===== src/rtl/tbench_pkg.sv =====
// Shared types and helpers for the APB3 register-file slave.
// Optional error response: TBENCH_APB3_SLAVE_PSLVERR_EN.
package tbench_pkg;

  localparam int DATA_W = 32;

  typedef enum logic [1:0] {
    IDLE = 2'd0,
    WAIT = 2'd1,
    DONE = 2'd2
  } apb_state_t;

  function automatic int IDX_W(input int depth);
    return (depth < 2) ? 1 : $clog2(depth);
  endfunction

endpackage


===== src/rtl/tbench_regfile.sv =====
// DEPTH x 32 register storage, one write port, one registered read port.
// Read data is forced to zero when no read is requested.
module tbench_regfile
  import tbench_pkg::*;
#(
  parameter int                DEPTH     = 16,
  parameter logic [DATA_W-1:0] RESET_VAL = '0,
  parameter int                IW        = IDX_W(DEPTH)
) (
  input  logic              clk,
  input  logic              rst_n,
  input  logic              i_we,
  input  logic [IW-1:0]     i_widx,
  input  logic [DATA_W-1:0] i_wdata,
  input  logic              i_re,
  input  logic [IW-1:0]     i_ridx,
  output logic [DATA_W-1:0] o_rdata
);

  logic [DATA_W-1:0] r_mem [DEPTH];
  logic [DATA_W-1:0] r_rdata;

  always_ff @(posedge clk or negedge rst_n) begin
    if (!rst_n) begin
      for (int i = 0; i < DEPTH; i++) begin
        r_mem[i] <= RESET_VAL;
      end
      r_rdata <= '0;
    end else begin
      if (i_we) begin
        r_mem[i_widx] <= i_wdata;
      end
      r_rdata <= i_re ? r_mem[i_ridx] : '0;
    end
  end

  assign o_rdata = r_rdata;

endmodule


===== src/rtl/tbench_apb3_slave.sv =====
// APB3 register-file slave: FSM, wait-state counter and error decode.
// Optional error response on out-of-range addresses: TBENCH_APB3_SLAVE_PSLVERR_EN.
module tbench_apb3_slave
  import tbench_pkg::*;
#(
  parameter int                ADDR_W      = 32,
  parameter int                DEPTH       = 16,
  parameter int                WAIT_STATES = 0,
  parameter logic [DATA_W-1:0] RESET_VAL   = 32'h0000_0000
) (
  input  logic              clk,
  input  logic              rst_n,
  input  logic              psel,
  input  logic              penable,
  input  logic              pwrite,
  input  logic [ADDR_W-1:0] paddr,
  input  logic [DATA_W-1:0] pwdata,
  output logic [DATA_W-1:0] prdata,
  output logic              pready,
  output logic              pslverr
);

  localparam int IW = IDX_W(DEPTH);

  apb_state_t    r_state;
  apb_state_t    w_nxt;
  logic [3:0]    r_cnt;
  logic [3:0]    w_cnt_nxt;
  logic          r_pready;
  logic          w_go;
  logic          w_oor;
  logic          w_err;
  logic          w_we;
  logic          w_re;
  logic [IW-1:0] w_idx;
  logic          w_unused;

  assign w_idx    = paddr[2 +: IW];
  assign w_oor    = |paddr[ADDR_W-1:IW+2];
  assign w_unused = ^{paddr[1:0], w_oor};

`ifdef TBENCH_APB3_SLAVE_PSLVERR_EN
  logic r_pslverr;

  assign w_err = w_oor;

  always_ff @(posedge clk or negedge rst_n) begin
    if (!rst_n) begin
      r_pslverr <= 1'b0;
    end else begin
      r_pslverr <= w_go & w_err;
    end
  end

  assign pslverr = r_pslverr;
`else
  assign w_err   = 1'b0;
  assign pslverr = 1'b0;
`endif

  always_comb begin
    w_nxt     = r_state;
    w_cnt_nxt = r_cnt;
    w_go      = 1'b0;
    unique case (r_state)
      IDLE: begin
        if (psel && !penable) begin
          w_nxt     = WAIT;
          w_cnt_nxt = 4'(WAIT_STATES);
        end
      end
      WAIT: begin
        if (!psel) begin
          w_nxt = IDLE;
        end else if (penable && r_cnt == 4'd0) begin
          w_go  = 1'b1;
          w_nxt = DONE;
        end else if (r_cnt != 4'd0) begin
          w_cnt_nxt = r_cnt - 4'd1;
        end
      end
      DONE: begin
        w_nxt = IDLE;
      end
      default: begin
        w_nxt = IDLE;
      end
    endcase
  end

  always_ff @(posedge clk or negedge rst_n) begin
    if (!rst_n) begin
      r_state  <= IDLE;
      r_cnt    <= 4'd0;
      r_pready <= 1'b0;
    end else begin
      r_state  <= w_nxt;
      r_cnt    <= w_cnt_nxt;
      r_pready <= w_go;
    end
  end

  // Address and data are held by the master through the ready cycle.
  assign w_we = r_pready & psel & penable & pwrite & ~w_err;
  assign w_re = w_go & ~pwrite & ~w_err;

  tbench_regfile #(
    .DEPTH     (DEPTH),
    .RESET_VAL (RESET_VAL),
    .IW        (IW)
  ) u_regfile (
    .clk     (clk),
    .rst_n   (rst_n),
    .i_we    (w_we),
    .i_widx  (w_idx),
    .i_wdata (pwdata),
    .i_re    (w_re),
    .i_ridx  (w_idx),
    .o_rdata (prdata)
  );

  assign pready = r_pready;

endmodule


===== config.mk =====
export PLATFORM = sky130hd
export DESIGN_NAME = tbench_apb3_slave
export DESIGN_NICKNAME = d
export VERILOG_FILES = /design/src/rtl/tbench_pkg.sv /design/src/rtl/tbench_regfile.sv /design/src/rtl/tbench_apb3_slave.sv
export SDC_FILE = /design/constraint.sdc
export NUM_CORES = 1
export LEC_CHECK = 0
export ABC_AREA = 1
export CAP_MARGIN = 5
export CORE_ASPECT_RATIO = 1.75
export CORE_MARGIN = 2
export CORE_UTILIZATION = 45
export DETAILED_ROUTE_END_ITERATION = 7
export HOLD_SLACK_MARGIN = 0.1
export SETUP_SLACK_MARGIN = 0.05
export SYNTH_ARGS = -nofsm -noshare
export SYNTH_HDL_FRONTEND = slang
export SYNTH_SLANG_ARGS = --single-unit

===== constraint.sdc =====
create_clock -name clk -period 2.08 [get_ports clk]
set_clock_uncertainty 0.1 [all_clocks]
set_input_delay 0.208 -clock clk [delete_from_list [all_inputs] [get_ports clk]]
set_output_delay 0.208 -clock clk [all_outputs]
set_load 0.01 [all_outputs]

**Word level (Yosys, flattened, before mapping)**

Index checks and enable logic that the tools add are counted.

- $add $sub $neg: 1
- Magnitude comparators: 2
- Equal/unequal tests: 6
- Muxes and demuxes: 19
- Bitwise logic cells: 6
- Reductions and logical operators: 10

Operators with widths:

| operator | count |
|---|---|
| 512-bit bitwise mux | 1 |
| 32-bit binary-select mux with 4-bit select | 1 |
| 32-bit demux with 4-bit select | 1 |
| 32-bit 2-to-1 mux | 4 |
| 4-bit 2-to-1 mux | 4 |
| 2-bit != test (second input constant) | 4 |
| 4-bit case mux with 2 select lines | 1 |
| 2-bit 2-to-1 mux | 3 |
| 5-bit greater-or-equal comparator (second input constant) | 1 |
| 5-bit by 1-bit < comparator with 1-bit output (second input constant) | 1 |
| 4-bit inverter with 5-bit output | 1 |
| 5-bit AND reduction | 1 |
| 1-bit AND | 4 |
| 4-bit zero test | 1 |
| 2-bit case mux with 2 select lines | 1 |
| 4-bit nonzero test | 1 |
| 4-bit by 1-bit subtractor with 4-bit output (second input constant) | 1 |
| 1-bit logical AND | 3 |
| 1-bit 2-to-1 mux | 3 |
| 3-bit != test (second input constant) | 1 |
| 2-bit by 1-bit == test with 1-bit output (second input constant) | 1 |
| 2-bit zero test | 1 |
| 2-bit AND reduction | 1 |
| 2-bit nonzero test | 1 |
| 2 further kinds | 2 |

- Register bits after elaboration: 551
- Bits of input ports: 69
- Output and inout bits: 34
- Logic and storage cells: 64

**Logic depth before layout (Yosys ltp)**

Gate-level depths: netlist (run 1).

- Depth in word-level cells: 7
- Mapped depth: 12
- Depth with buffers taken out: 9

**Hierarchy**

Synthesis (run 1) repeated with hierarchy kept, for this count alone.

- Cell total of the unflattened synthesis: 3355
- Area, all modules: 25684.6 um2

By module, submodules not included:

| module | times used | cells each | area each (um2) | seq. area each (um2) |
|---|---|---|---|---|
| tbench_regfile | 1 | 3300 | 25275.5 | 13613.1 |
| tbench_apb3_slave | 1 | 55 | 409.1 | 175.2 |

**Worst setup path after synthesis (run 1)**

Ideal clock, no wire load.

- Kind: register -> register
- From: register r_cnt[0]
- To: register u_regfile.r_rdata[10] (netlist: u_regfile.o_rdata[10])
- Setup time: 0.072 ns
- Arrival time: 1.573 ns
- Required time: 1.908 ns
- Slack: 0.335 ns
- Stages on the path, launching flop included: 8
- Path buffers: 1
- Clock period less this slack: 1.745 ns
- Cells stage by stage: dfrtp_1 inv_1 ha_1 nand4_1 nor3_1 clkbuf_1 nand3_1 nor2_1

- Longest elaborated chain between the ends: 7

RTL lines:

| what | line | source |
|---|---|---|
| start, declared | tbench_apb3_slave.sv:27 | `logic [3:0] r_cnt;` |
| start signal, assigned | tbench_apb3_slave.sv:98 | `r_cnt <= w_cnt_nxt;` |
| 4-bit zero test | tbench_apb3_slave.sv:75 | `end else if (penable && r_cnt == 4'd0) begin` |
| 1-bit logical AND | tbench_apb3_slave.sv:75 |  |
| 1-bit 2-to-1 mux | tbench_apb3_slave.sv:75 |  |
| 1-bit 2-to-1 mux | tbench_apb3_slave.sv:73 | `if (!psel) begin` |
| 1-bit 2-to-1 mux | tbench_apb3_slave.sv:65 | `unique case (r_state)` |
| 1-bit AND | tbench_apb3_slave.sv:105 | `assign w_re = w_go & ~pwrite & ~w_err;` |
| 32-bit 2-to-1 mux | tbench_regfile.sv:33 | `r_rdata <= i_re ? r_mem[i_ridx] : '0;` |
| end signal, assigned | tbench_regfile.sv:33 |  |
| end, declared | tbench_regfile.sv:21 | `logic [DATA_W-1:0] r_rdata;` |

Every way passes these cells.
A chain may end at the register's enable or synchronous reset.

**Final worst setup path (run 1)**

- From: register r_pready (netlist: pready)
- To: output pready

RTL lines:

| what | line | source |
|---|---|---|
| start, declared | tbench_apb3_slave.sv:29 | `logic r_pready;` |
| start signal, assigned | tbench_apb3_slave.sv:99 | `r_pready <= w_go;` |
| end, declared | tbench_apb3_slave.sv:19 | `output logic pready,` |

No word-level cell between the ends.

==> results by group, run 1 <==
STA
  – Fin crit share: 89.9%
  – RSZ-0062 raised after global routing: no
  – Final worst slack: ~210 ps
  – Post-route minimum period: roughly 1900 ps
  – Worst slew margin relative to its limit: 49.8%
  – Final setup viols: 0
  – Final Hold Fails: 0
  – Fmax: around 530 MHz
  – Final-report max-slew violation count: 0
  – Tightest Pin Transition: between 700 and 800 ps

Power
  – PD cells: between 700 and 800 nW/um2
  – Pleak: approximately 17 nW
  – Peak supply drop: between 0.6 and 0.7 mV
  – Tot Pwr: ~23 mW

Worst setup path
  – Reg2reg end: u_regfile.o_rdata[4]
  – Levels on crit path: 1
  – Data arrival, critical path: between 1500 and 2000 ps
  – Crit path max-delay family: buffers and inverters
  – Slowest cell on the critical path: clkdlybuf4s50_1
  – Critical-path cell list: clkdlybuf4s50_1
  – Crit path buffers/inverters: 1
  – CP Launch Point: pready
  – R2R Setup Slk: ~220 ps
  – Crit. End Element: output pin
  – Worst setup SP type: flip-flop
  – CP Class: flip-flop to output pin
  – Setup crit end: pready
  – Crit path max fanout: 2
  – Max incr delay on CP: around 560 ps
  – FF-to-FF Start: r_cnt[1]
  – Worst path required time: between 1500 and 2000 ps
  – R2r worst-path depth: 7

CTS
  – Clock transition at the registers of the reported paths: approximately 60 ps
  – Worst skew pair latency: between 600 and 700 ps
  – Sink Count: roughly 550
  – Post-CTS Setup Inserts: 0
  – CTS tree: done
  – Gates resized, CTS repair: 0
  – Number of CTS-inserted buffers: 53
  – Clk root buf: clkbuf_16
  – Htree depth: 2
  – Hold_buf cts: 2
  – Clock Path Buffers: 3

Hold path
  – Hold Path Class: input port to asynchronous set/reset pin

Route
  – Via-to-Cell Ratio: ~5.2
  – DR WL/cell: 19.3 um
  – 1st-pass router iterations: 6
  – WL met3: between 4000 and 5000 um
  – Initial DRC count: between 2000 and 2500
  – DR top layer: met5
  – DR WL met2: roughly 43000 um
  – Drc violations: 0
  – Post-DRT Antenna Nets: 0
  – DRT Wirelength: 84500 um
  – Vias: 23000
  – Routed length on met1: 33300 um

Final layout
  – Diode count: 0
  – Final #Nets: 3648
  – Post-Layout Inst Area: around 31000 um2
  – Layout cells sized above 1: a little under a tenth
  – Area Growth Syn to Fin: 19.5%
  – Final Util: around 54%
  – Fill cells: 5415

Placed design
  – Post-DP Area: 29300 um2
  – RePlAce Congestion: 0.846
  – IO Port Bufs: 73
  – Post-DP HPWL: 52700 um
  – Place WS: -199 ps

Floorplan
  – Die Footprint: between 50000 and 60000 um2
  – Die H: around 320 um
  – Row cnt: 116
  – # IOs: roughly 100
  – Die width: between 150 and 200 um
  – Core ar.: 57200 um2
  – Initial Util: a little under half

Logic synthesis
  – Mapped Area: ~26000 um2
  – Cells after Synth: around 3500
  – Post-synthesis sequential area ratio: around 53%
  – Ys Warns: 0
  – Synthesized flop and latch total: 551
  – Yosys cell types: 24
  – Mapped Nets: approximately 3600
  – Synth Area per Inst: roughly 7.4 um2

Global routing
  – Vias in the first global route: 23000
  – Largest net degree at the start of global routing: between 80 and 90
  – First-pass GRT wire length: between 100000 and 150000 um
  – Initial antenna violation count: 2
  – Grt total ovfl: 0
  – GR Util All Layers: between 20% and 30%

Job
  – Max Cap Viol: 0

Outcome
  – Status: finished clean
worst min-delay path by stage:
stage | startpoint | depth (start not counted) | slack (ps) | to
finish | rst_n | 3 | 220 | u_regfile.r_mem[217]
global route | rst_n | 3 | 230 | u_regfile.r_mem[324]
CTS | rst_n | 3 | 200 | u_regfile.r_mem[260]
detailed placement | rst_n | 1 | 60 | u_regfile.r_mem[251]
global placement | rst_n | 1 | 60 | u_regfile.r_mem[217]
floorplan | rst_n | 0 | -190 | pready
cells in the mapped netlist, drive strengths merged:
cell type	n	area, um2
a21oi	95	475
buf	111	594
clkbuf	151	567
conb	1	3.75
dfrtp	551	13800
ha	2	25.0
inv	252	946
nand2	1141	4300
nand3	310	1550
nand4	15	109
nor2	644	2470
nor3	8	108
o21ai	207	1040
o22ai	1	6.26
routing by layer:
layer | track usage, % | vias up
met3 | 3.14 | 214
met1 | 36.2 | 11100
met5 | 0 | -
met2 | 50.1 | 802
met4 | 12.8 | 2
li1 | - | 10900
metrics by stage:
step | hold slack (ps) | cells | setup TNS (ps)
floorplan | -188 | 3489 | 0
global placement | 60.3 | 4287 | -18450
detailed placement | 59.3 | 4287 | -40260
CTS | 197 | 4382 | 0
global route | 227 | 4382 | 0
finish | 220 | 4382 | 0
cell type report:
type	instances	area, um2	share of cell area [%]
sequential	551	13800	44.4
clock inverter	17	243	0.782
clock buffer	76	1520	4.88
inverter	252	953	3.07
multi-input combinational	2424	10200	32.7
timing repair buffer	295	3430	11.0
tap	767	960	3.09
state kept, by name, indices dropped and copies added, names as in the netlist:
name	cells
pready	1
r_cnt	4
r_state	2
u_regfile.o_rdata	32
u_regfile.r_mem	512
power by group:
group          switching [mW]  internal (mW)
sequential              0.125           10.9
combinational            1.43          0.771
clock                    4.27           5.79
layout by cell type (no fill, tap or decap), types with 4 or more instances in the layout:
cell type        count
nand3_1            310
nor3_4               6
nor2_4              13
o21ai_0            163
clkbuf_16           55
o21ai_1             44
bufinv_16            6
clkbuf_8             6
clkdlybuf4s50_1     72
inv_1              246
dfrtp_1            551
buf_12              82
buf_4              139
nand4_1             14
nand2_1           1132
inv_2                5
clkinv_2             9
nor2_1             630
clkbuf_1            15
a21oi_1             95
nand2_2              5
nand2_4              4
cells by family (layout without fill, tap and decap cells):
family / count (synthesis) / after routing / share of synthesized area, %
other: 1 / 1 / 0.0144
and+or+nand+nor: 2118 / 2118 / 32.9
DFF: 551 / 551 / 53.1
buffers and inverters: 514 / 640 / 8.11
adders and majority gates: 2 / 2 / 0.0963
AOI/OAI and AO/OA: 303 / 303 / 5.84
Note: power is estimated with default switching activity, not from simulation.
==> run 2: changes to the inputs <==
--- a/config.mk
+++ b/config.mk
@@ -11,6 +11,7 @@
 export CORE_MARGIN = 2
 export CORE_UTILIZATION = 45
 export DETAILED_ROUTE_END_ITERATION = 7
+export GPL_TIMING_DRIVEN = 0
 export HOLD_SLACK_MARGIN = 0.1
 export SETUP_SLACK_MARGIN = 0.05
 export SYNTH_ARGS = -nofsm -noshare
==> constraint.sdc (replaced) <==
create_clock -name clk -period 2.3 [get_ports clk]
set_clock_uncertainty 0.1 [all_clocks]
set_input_delay 0.23 -clock clk [delete_from_list [all_inputs] [get_ports clk]]
set_output_delay 0.23 -clock clk [all_outputs]
set_load 0.01 [all_outputs]
==> results by group, run 2 (synthesized netlist as in run 1, its figures left out) <==
Outcome
  – Status: finished clean

Final layout
  – Final #Nets: 3715 (+1.8%)
  – Max reg flops: 512 (unchanged)
  – Register Area: 13800 um2 (unchanged)
  – Most frequent cells in the layout: 1135 x nand2_1, 628 x nor2_1, 551 x dfrtp_1
  – Final Util: 52.3% (-2.0 points)
  – Layout cells sized above 1: 7.38% (-1.9 points)
  – Diode count: 0 (unchanged)
  – Fill cells: 5813 (+7.3%)
  – Area Growth Syn to Fin: 15.0%
  – Commonest non-fill, non-tap cell in the layout: nand2_1
  – Area of the multi-input gates: 10100 um2 (-0.45%)
  – Top register by number of flip-flops: u_regfile.r_mem

CTS
  – Worst skew pair latency: 620 ps (about the same)
  – Clock transition at the registers of the reported paths: 70 ps (about the same)
  – Clock Path Buffers: 3 (unchanged)
  – Sink Count: 551 (unchanged)
  – CTS tree: done
  – Htree depth: 2 (unchanged)
  – Clk root buf: clkbuf_16
  – Number of CTS-inserted buffers: 53 (unchanged)

Worst setup path
  – Worst path required time: 2690 ps (+920 ps)
  – Crit. End Element: flip-flop
  – Crit path max fanout: 10 (+8)
  – CP Class: flip-flop to flip-flop
  – Data arrival, critical path: 2590 ps (+1030 ps)
  – R2R Setup Slk: 100 ps (-120 ps)
  – Worst setup SP type: flip-flop

Power
  – Clk pwr share: 43.5% (+0.4 points)
  – Logic pwr share: 8.8% (-0.7 points)
  – Pleak: 16.1 nW (-3.3%)
  – PD cells: 702 nW/um2 (-6.6%)
  – Switch Pwr: 5.49 mW (-5.9%)
  – Flop pwr share: 47.7% (+0.3 points)
  – Peak supply drop: 0.634 mV (-1.4%)
  – Sw frac: 26.2% (+1.2 points)
  – Internal: 15.5 mW (-12%)

Route
  – Via-to-Cell Ratio: 5.28 (+0.64%)
  – Drc violations: 0 (unchanged)
  – DR WL/cell: 21.4 um (+11%)
  – Vias: 23500 (+2.2%)
  – Initial DRC count: 1992 (-11%)
  – DRT Wirelength: 95000 um (+12%)
  – Post-DRT Antenna Nets: 0 (unchanged)
  – 1st-pass router iterations: 6 (unchanged)

STA
  – Tightest Pin Transition: 1120 ps (+365 ps)
  – Fmax: 454 MHz
  – Final worst slack: 98.2 ps (-112 ps)
  – Fin crit share: 95.7%
  – Final-report max-slew violation count: 0 (unchanged)
  – Final setup viols: 0 (unchanged)
  – Final Hold Fails: 0 (unchanged)
  – Worst slew margin relative to its limit: 25.6% (-24 points)
  – Post-route minimum period: approximately 2200 ps
  – RSZ-0062 raised after global routing: no

Placed design
  – IO Port Bufs: 39 (-47%)
  – Post-DP HPWL: 68400 um (+30%)
  – RePlAce Congestion: 0.937 (+11%)
  – Place WS: -1100 ps (-901 ps)

Hold path
  – Hold Path Class: input port to asynchronous set/reset pin

Floorplan
  – Initial Util: 45.4% (unchanged)
  – # IOs: 103 (unchanged)
  – Die Footprint: 59700 um2 (unchanged)
  – Row cnt: 116 (unchanged)
  – Core ar.: 57200 um2 (unchanged)
  – Die H: 322 um (unchanged)
  – Die width: 186 um (unchanged)

Global routing
  – Initial antenna violation count: 0 (-2)
  – Grt total ovfl: 0 (unchanged)
  – Vias in the first global route: 23400 (+1.8%)
  – First-pass GRT wire length: 142000 um (+8.3%)
  – GR Util All Layers: 32.3% (+3.4 points)
  – Largest net degree at the start of global routing: 118 (+46%)

Job
  – Max Cap Viol: 0 (unchanged)
## run 2: cell types whose count changed in the layout (fill, tap and decap cells not counted), moves of 8 or more
cell             change
clkbuf_1           +122
buf_4              -114
buf_2               +86
buf_12              -78
dlygate4sd3_1       +35
clkdlybuf4s50_1     -34
clkbuf_2            +20
buf_1               +10
nor2_2               +8
## run 2: routing by layer
metal | global-route usage (%) | wire length [um] | part of all wire [%] | vias up
li1 | - | - | - | 11000
met3 | 4.07 | 5300 | 5.6 | 271
met5 | 0 | 0 | 0 | -
met2 | 56.8 | 48500 | 51 | 857
met4 | 18.9 | 5960 | 6.3 | 0
met1 | 37.5 | 35300 | 37 | 11300
## run 2: power by group through the flow
stage / logic (mW) / clock network [mW] / registers (mW)
after floorplan: 0.930 / 0 / 10.2
after global placement: 1.71 / 0 / 10.2
after detailed placement: 1.76 / 0 / 10.2
after CTS: 1.83 / 9.18 / 10.0
after global routing: 2.03 / 9.55 / 10.0
final: 1.85 / 9.12 / 10.0
## run 2: final timing paths
kind                                            from               endpoint  cells past startpoint
max in group asynchronous                      rst_n   u_regfile.r_mem[165]                      4
min in group clk                            paddr[3]  u_regfile.o_rdata[30]                      7
worst max-delay path                          pready    u_regfile.r_mem[80]                      5
worst min-delay path                           rst_n  u_regfile.o_rdata[22]                      3
worst min register to register  u_regfile.r_mem[104]   u_regfile.r_mem[104]                      2
worst max register to register                pready    u_regfile.r_mem[80]                      5
## run 2: timing repair
item | 4_1_cts | 5_1_grt
endpoints found under the setup margin | 253 | 231
resized for setup | 19 | 28
hold endpoints to repair | 438 | 14
setup buffers | 9 | 10
pin swaps | 3 | 3
hold buffers | 35 | 2
## run 2: cell type report
class | instances | share of cell area, %
timing repair buffer | 100 | 3.73
buffer | 262 | 4.00
sequential | 551 | 46.1
tap | 767 | 3.21
clock inverter | 20 | 0.611
inverter | 252 | 3.17
clock buffer | 75 | 5.29
multi-input combinational | 2424 | 33.9
## run 2: worst max-delay path, stage by stage, from the launching register on
cell and delay (ps):
dfrtp_1 390, nand4_4 290, buf_4 260, nor3_4 590, buf_4 350, o21ai_1 100
## run 2: per-stage QoR
| step | TNS (ps) | std cells | cell area [um2] | total power, mW | hold slack [ps] |
|---|---|---|---|---|---|
| 3_5_place_dp | -261520 | 4300 | 27500 | 11.9 | 92.1 |
| 2_1_floorplan | 0 | 3489 | 26000 | 11.1 | -166 |
| 4_1_cts | 0 | 4439 | 29700 | 21.0 | 34.1 |
| 5_1_grt | 0 | 4451 | 29900 | 21.6 | 126 |
| 3_3_place_gp | - | 4295 | 27300 | 11.9 | 348 |
| 6_report | 0 | 4451 | 29900 | 21.0 | 93.9 |
